[src/rtl/reg_file_if.sv]
// reg_file_if: bus bundle between the pipeline (WB write port, ID read ports)
// and the general-purpose register file.
//   master : pipeline side; drives write request and read indices, receives data
//   slave  : register file side
// Signals:
//   RegWrite  write enable from MEM/WB
//   writeReg  destination index from MEM/WB
//   wData     write data from MEM/WB
//   readReg1  rs index from ID
//   readReg2  rt index from ID
//   readData1 contents of readReg1
//   readData2 contents of readReg2
interface reg_file_if #(
  parameter int DATA_WIDTH = 32,
  parameter int ADDR_WIDTH = 5
);
  logic                  RegWrite;
  logic [ADDR_WIDTH-1:0] writeReg;
  logic [DATA_WIDTH-1:0] wData;
  logic [ADDR_WIDTH-1:0] readReg1;
  logic [ADDR_WIDTH-1:0] readReg2;
  logic [DATA_WIDTH-1:0] readData1;
  logic [DATA_WIDTH-1:0] readData2;

  modport master (
    output RegWrite, writeReg, wData, readReg1, readReg2,
    input  readData1, readData2
  );

  modport slave (
    input  RegWrite, writeReg, wData, readReg1, readReg2,
    output readData1, readData2
  );
endinterface

[src/rtl/reg_file.sv]
// reg_file: general-purpose register file for the five-stage MIPS core.
// One write port (WB stage) and two combinational read ports (ID stage).
// Register 0 is hardwired to zero.
// Ports:
//   clk    single clock, rising edge
//   rst_n  synchronous active-low reset; clears every register
//   bus    reg_file_if.slave (RegWrite/writeReg/wData, readReg1/2, readData1/2)
// Build option:
//   REGFILE_BYPASS_EN  when defined, a read of the register being written in
//                      the current cycle returns wData (WB->ID write-through).
//                      When undefined, reads return stored contents only.
module reg_file #(
  parameter int DATA_WIDTH = 32,
  parameter int ADDR_WIDTH = 5
) (
  input  logic            clk,
  input  logic            rst_n,
  reg_file_if.slave       bus
);

  localparam int DEPTH = 2 ** ADDR_WIDTH;

  logic [DATA_WIDTH-1:0] regs [DEPTH];
  logic                  writeHit;
  logic                  bypass1;
  logic                  bypass2;

  // RegWrite is tested first so an unknown writeReg is irrelevant when idle.
  assign writeHit = bus.RegWrite && (bus.writeReg != '0);

  always_ff @(posedge clk) begin
    if (!rst_n) begin
      for (int i = 0; i < DEPTH; i++) begin
        regs[i] <= '0;
      end
    end else if (writeHit) begin
      regs[bus.writeReg] <= bus.wData;
    end
  end

`ifdef REGFILE_BYPASS_EN
  // Suppressed while in reset so outputs reflect storage only.
  assign bypass1 = rst_n && writeHit && (bus.writeReg == bus.readReg1);
  assign bypass2 = rst_n && writeHit && (bus.writeReg == bus.readReg2);
`else
  assign bypass1 = 1'b0;
  assign bypass2 = 1'b0;
`endif

  always_comb begin
    bus.readData1 = '0;
    if (bus.readReg1 != '0) begin
      bus.readData1 = bypass1 ? bus.wData : regs[bus.readReg1];
    end
  end

  always_comb begin
    bus.readData2 = '0;
    if (bus.readReg2 != '0) begin
      bus.readData2 = bypass2 ? bus.wData : regs[bus.readReg2];
    end
  end

endmodule

[src/flat_wrapper.sv]
// flat-port wrapper written by rule: the top's interface ports become plain ports
module reg_file_flat 
#(
  parameter int DATA_WIDTH = 32,
  parameter int ADDR_WIDTH = 5
)
  (clk, rst_n, bus_RegWrite, bus_writeReg, bus_wData, bus_readReg1, bus_readReg2, bus_readData1, bus_readData2);
  reg_file_if #(.DATA_WIDTH(DATA_WIDTH), .ADDR_WIDTH(ADDR_WIDTH)) bus_i ();
  input  logic clk;
  input  logic rst_n;
  input wire logic [$bits(bus_i.RegWrite)-1:0] bus_RegWrite;
  input wire logic [$bits(bus_i.writeReg)-1:0] bus_writeReg;
  input wire logic [$bits(bus_i.wData)-1:0] bus_wData;
  input wire logic [$bits(bus_i.readReg1)-1:0] bus_readReg1;
  input wire logic [$bits(bus_i.readReg2)-1:0] bus_readReg2;
  output wire logic [$bits(bus_i.readData1)-1:0] bus_readData1;
  output wire logic [$bits(bus_i.readData2)-1:0] bus_readData2;
  assign bus_i.RegWrite = bus_RegWrite;
  assign bus_i.writeReg = bus_writeReg;
  assign bus_i.wData = bus_wData;
  assign bus_i.readReg1 = bus_readReg1;
  assign bus_i.readReg2 = bus_readReg2;
  assign bus_readData1 = bus_i.readData1;
  assign bus_readData2 = bus_i.readData2;
  reg_file #(.DATA_WIDTH(DATA_WIDTH), .ADDR_WIDTH(ADDR_WIDTH)) u_core (.clk(clk), .rst_n(rst_n), .bus(bus_i));
endmodule
[config.mk]
export PLATFORM = sky130hd
export DESIGN_NAME = reg_file_flat
export DESIGN_NICKNAME = d
export VERILOG_FILES = /design/src/rtl/reg_file_if.sv /design/src/rtl/reg_file.sv /design/src/flat_wrapper.sv
export SDC_FILE = /design/constraint.sdc
export NUM_CORES = 2
export LEC_CHECK = 0
export BUFFER_PORTS_ARGS = -buffer_cell sky130_fd_sc_hd__buf_4
export CAP_MARGIN = 30
export CORE_ASPECT_RATIO = 2
export CORE_MARGIN = 1
export CORE_UTILIZATION = 30
export CTS_CLUSTER_SIZE = 40
export DETAILED_ROUTE_END_ITERATION = 7
export GPL_ROUTABILITY_DRIVEN = 0
export PLACE_DENSITY = 0.48
export SYNTH_ARGS = -nofsm -noshare
export SYNTH_HDL_FRONTEND = slang
export SYNTH_SLANG_ARGS = --single-unit
[constraint.sdc]
create_clock -name clk -period 9.55 [get_ports clk]
set_input_delay 2.865 -clock clk [delete_from_list [all_inputs] [get_ports clk]]
set_output_delay 2.865 -clock clk [all_outputs]
set_load 0.01 [all_outputs]
==> metrics.txt <==
# TYPE chip_impl_metric gauge
chip_impl_metric{name="final.setup.tns",unit="ps"} 0
chip_impl_metric{name="die_x",unit="um"} 304.8
chip_impl_metric{name="fin_crit_sh",unit="%"} 90.77
chip_impl_metric{name="row_count",unit=""} 222
chip_impl_metric{name="async_reset_ff_share",unit="%"} 0
chip_impl_metric{name="die-area",unit="um2"} 185200
chip_impl_metric{name="final_area",unit="um2"} 62240
chip_impl_metric{name="place.detailed.hpwl",unit="mm"} 150.0
chip_impl_metric{name="power.density",unit="nW/um2"} 172.3
chip_impl_info{name="cp_cell_sequence",value="buf_6 > buf_4 > nor2b_4 > a22oi_1 > a311oi_1 > buf_4"} 1
chip_impl_metric{name="grt.overflow.total",unit=""} 0
chip_impl_metric{name="maxCapViolations",unit=""} 0
chip_impl_metric{name="start_util",unit="%"} 30.15
chip_impl_info{name="tritoncts",value="done"} 1
chip_impl_metric{name="vias",unit=""} 36300
chip_impl_info{name="ys.flop_type",value="sky130_fd_sc_hd__edfxtp_1"} 1
chip_impl_metric{name="num_ports",unit=""} 114
chip_impl_info{name="layout.cells.most_common_list",value="1024 x sky130_fd_sc_hd__edfxtp_1, 993 x sky130_fd_sc_hd__and2_1, 320 x sky130_fd_sc_hd__mux2i_1"} 1
chip_impl_metric{name="dpl-instance-area",unit="um2"} 59200
chip_impl_metric{name="synth_compound_area_share",unit="%"} 5.374
chip_impl_metric{name="layout-drive-gt1-share",unit="%"} 22.10
chip_impl_info{name="type_of_the_worst_min_delay_path",value="primary input to flip-flop"} 1
chip_impl_metric{name="power.leakage",unit="nW"} 21.44
chip_impl_metric{name="holdWs",unit="ps"} 2677
chip_impl_metric{name="postSynthCellCount",unit=""} 3798
chip_impl_metric{name="cts.sink_count",unit=""} 1024
chip_impl_metric{name="max_slew_margin",unit="%"} 30.87
chip_impl_metric{name="timing.fmax",unit="MHz"} 115.4
chip_impl_metric{name="netlist_area",unit="um2"} 55020
chip_impl_metric{name="post_cts_hold_buffer_count",unit=""} 0
chip_impl_metric{name="crit_path_max_incr_delay",unit="ps"} 840
chip_impl_metric{name="required",unit="ps"} 6690
chip_impl_metric{name="max_reg_flops",unit=""} 1024
chip_impl_metric{name="max_slew.worst_pin.slew",unit="ps"} 1031
chip_impl_metric{name="critPathMaxFanout",unit=""} 27
chip_impl_metric{name="yosysWarningCount",unit=""} 0
chip_impl_metric{name="first_pass_grt_wire_length",unit="mm"} 323.8
chip_impl_metric{name="grt_max_degree",unit=""} 71
chip_impl_metric{name="postSynthAreaPerCell",unit="um2"} 14.49
chip_impl_metric{name="route.antenna.remaining_nets",unit=""} 0
chip_impl_metric{name="yosys.area_share.simple",unit="%"} 13.28
chip_impl_metric{name="post_synth_fa_ha_maj_area_fraction",unit="%"} 0
chip_impl_metric{name="drt-vias-per-instance",unit=""} 5.842
chip_impl_metric{name="tritoncts.num_buffers",unit=""} 93
chip_impl_metric{name="final-seq-area",unit="um2"} 30750
chip_impl_metric{name="drt_first_pass_iters",unit=""} 6
chip_impl_metric{name="finalHoldViolCount",unit=""} 0
chip_impl_info{name="ctsRootBufferMaster",value="sky130_fd_sc_hd__clkbuf_16"} 1
chip_impl_metric{name="cp_data_arrival_time",unit="ps"} 5800
chip_impl_metric{name="first_global_vias",unit=""} 37730
chip_impl_metric{name="initial_antenna_violation_count",unit=""} 27
chip_impl_metric{name="fp.coreArea",unit="um2"} 182500
chip_impl_info{name="start_kind",value="primary input"} 1
chip_impl_metric{name="irDropWorstVdd",unit="mV"} 0.1241
chip_impl_metric{name="clockBufferDepth",unit=""} 3
chip_impl_metric{name="route.detailed.wl_per_inst",unit="um"} 38.92
chip_impl_metric{name="drt_first_iter_violations",unit=""} 3545
chip_impl_metric{name="synth_mux_area_share",unit="%"} 21.92
chip_impl_metric{name="post_cts.repair.setup_buffers",unit=""} 0
chip_impl_info{name="rsz_0062_raised_after_global_routing",value="false"} 1
chip_impl_info{name="run_status",value="finished, final reports clean"} 1
chip_impl_metric{name="port-buffer-count",unit=""} 113
chip_impl_metric{name="n_fill_cell",unit=""} 17410
chip_impl_metric{name="maxSlewViolCount",unit=""} 0
chip_impl_metric{name="area.growth.synth_to_final",unit="%"} 13.13
chip_impl_metric{name="synth.ff_latch_count",unit=""} 1024
chip_impl_metric{name="cts_resized",unit=""} 0
chip_impl_metric{name="finalWorstPathRequiredPeriod",unit="ps"} 8668
chip_impl_info{name="crit_type",value="primary input to output port"} 1
chip_impl_metric{name="yosysSeqAreaShare",unit="%"} 55.89
chip_impl_metric{name="synthDistinctLibCells",unit=""} 38
chip_impl_metric{name="drc",unit=""} 0
chip_impl_metric{name="post_synth_xor_area_fraction",unit="%"} 0
chip_impl_info{name="largest_registers",value="u_core.regs: 1024 flops"} 1
chip_impl_metric{name="post_synth_edffs",unit=""} 1024
chip_impl_metric{name="postRouteWirelength",unit="mm"} 241.8
chip_impl_metric{name="timing.final.setup_violations",unit=""} 0
chip_impl_metric{name="path_clk_slew",unit="ps"} 70
chip_impl_metric{name="die_h",unit="um"} 607.6
chip_impl_info{name="cp_common_cell",value="sky130_fd_sc_hd__buf_4"} 1
chip_impl_info{name="combinational_family_with_the_most_area_after_synthesis",value="multiplexers"} 1
chip_impl_metric{name="globalRouteTotalUtil",unit="%"} 25.77
chip_impl_metric{name="multi_input_area",unit="um2"} 23110
chip_impl_metric{name="cts.htree.levels",unit=""} 3
chip_impl_info{name="max_flop_register",value="u_core.regs"} 1
chip_impl_info{name="final_common_cell",value="sky130_fd_sc_hd__edfxtp_1"} 1
chip_impl_info{name="timing.critical_path.slowest_stage_cell",value="sky130_fd_sc_hd__a311oi_1"} 1
chip_impl_info{name="setup.worst_path.end_class",value="output port"} 1
chip_impl_metric{name="design.final.nets",unit=""} 3830
## cells in the mapped netlist (4+ instances only)
cell type	n	share of area (%)
sky130_fd_sc_hd__nor2b_1	37	0.42
sky130_fd_sc_hd__buf_6	15	0.31
sky130_fd_sc_hd__a311oi_1	32	0.51
sky130_fd_sc_hd__a21oi_1	32	0.29
sky130_fd_sc_hd__nor2_1	36	0.25
sky130_fd_sc_hd__nand3b_1	4	0.055
sky130_fd_sc_hd__edfxtp_1	1024	56
sky130_fd_sc_hd__mux4_1	56	2.7
sky130_fd_sc_hd__buf_4	48	0.66
sky130_fd_sc_hd__mux2_2	64	1.3
sky130_fd_sc_hd__nand4_1	33	0.38
sky130_fd_sc_hd__buf_2	51	0.46
sky130_fd_sc_hd__o2111ai_1	17	0.27
sky130_fd_sc_hd__a211oi_1	64	0.87
sky130_fd_sc_hd__o21ai_0	78	0.71
sky130_fd_sc_hd__a221oi_1	40	0.64
sky130_fd_sc_hd__mux4_2	296	12
sky130_fd_sc_hd__mux2i_1	320	5.8
sky130_fd_sc_hd__and2_1	994	11
sky130_fd_sc_hd__clkbuf_1	298	2.0
sky130_fd_sc_hd__nand2_1	101	0.69
sky130_fd_sc_hd__a221oi_2	7	0.19
sky130_fd_sc_hd__o221ai_1	64	1.0
sky130_fd_sc_hd__a22oi_1	64	0.87
## report_power, final
part	total (mW)	internal [mW]	switching, mW
logic	1.43	0.537	0.892
registers	5.33	5.19	0.141
clock network	3.96	2.16	1.80
total	10.7	7.89	2.84
## cell type report
cell class	instances	share of cell area, %
Timing Repair Buffer	272	3.828
Tap cell	2352	4.728
Multi-Input combinational cell	2386	37.13
Clock buffer	107	3.892
Sequential cell	1024	49.41
Antenna cell	14	0.05629
Clock inverter	55	0.9388
Inverter	3	0.02211
## through the flow
step / setup WS, ps / instances / power, mW / utilization [%]
2_1_floorplan: 2353 / 3829 / 6.168 / -
3_3_place_gp: 1005 / 6031 / 6.834 / 32.36
3_5_place_dp: 1048 / 6037 / 6.852 / 32.44
4_1_cts: 1030 / 6199 / 10.76 / 34.08
5_1_grt: 962.8 / 6200 / 10.97 / 34.09
6_report: 881.6 / 6213 / 10.72 / 34.10
## metal layers
| metal | vias to the layer above | share of wire, % | track usage [%] |
|---|---|---|---|
| met2 | 1881 | 52 | 46.12 |
| met1 | 19210 | 34 | 27.23 |
| met5 | - | 0.033 | 0 |
| met4 | 12 | 7.8 | 18.62 |
| met3 | 677 | 6.3 | 4.182 |
| li1 | 14520 | - | - |
## cell families (layout without fill, tap and decap cells)
family                 after synthesis  after routing
muxes                              736            736
AOI/OAI and AO/OA                  398            398
DFF                               1024           1024
other                                1             46
and+or+nand+nor                   1220           1220
buffers and inverters              419            437
## worst max-delay path, delay by kind of cell
kind / cells / cell delay (ps)
and+or+nand+nor: 1 / 710
AOI/OAI and AO/OA: 2 / 1260
buffers and inverters: 3 / 840
## final timing paths
path	start	end	cells past startpoint
min	bus_wData[4]	u_core.regs[13][4]	2
max	bus_readReg2[0]	bus_readData2[31]	6
Power figures use the tool's default switching activity.
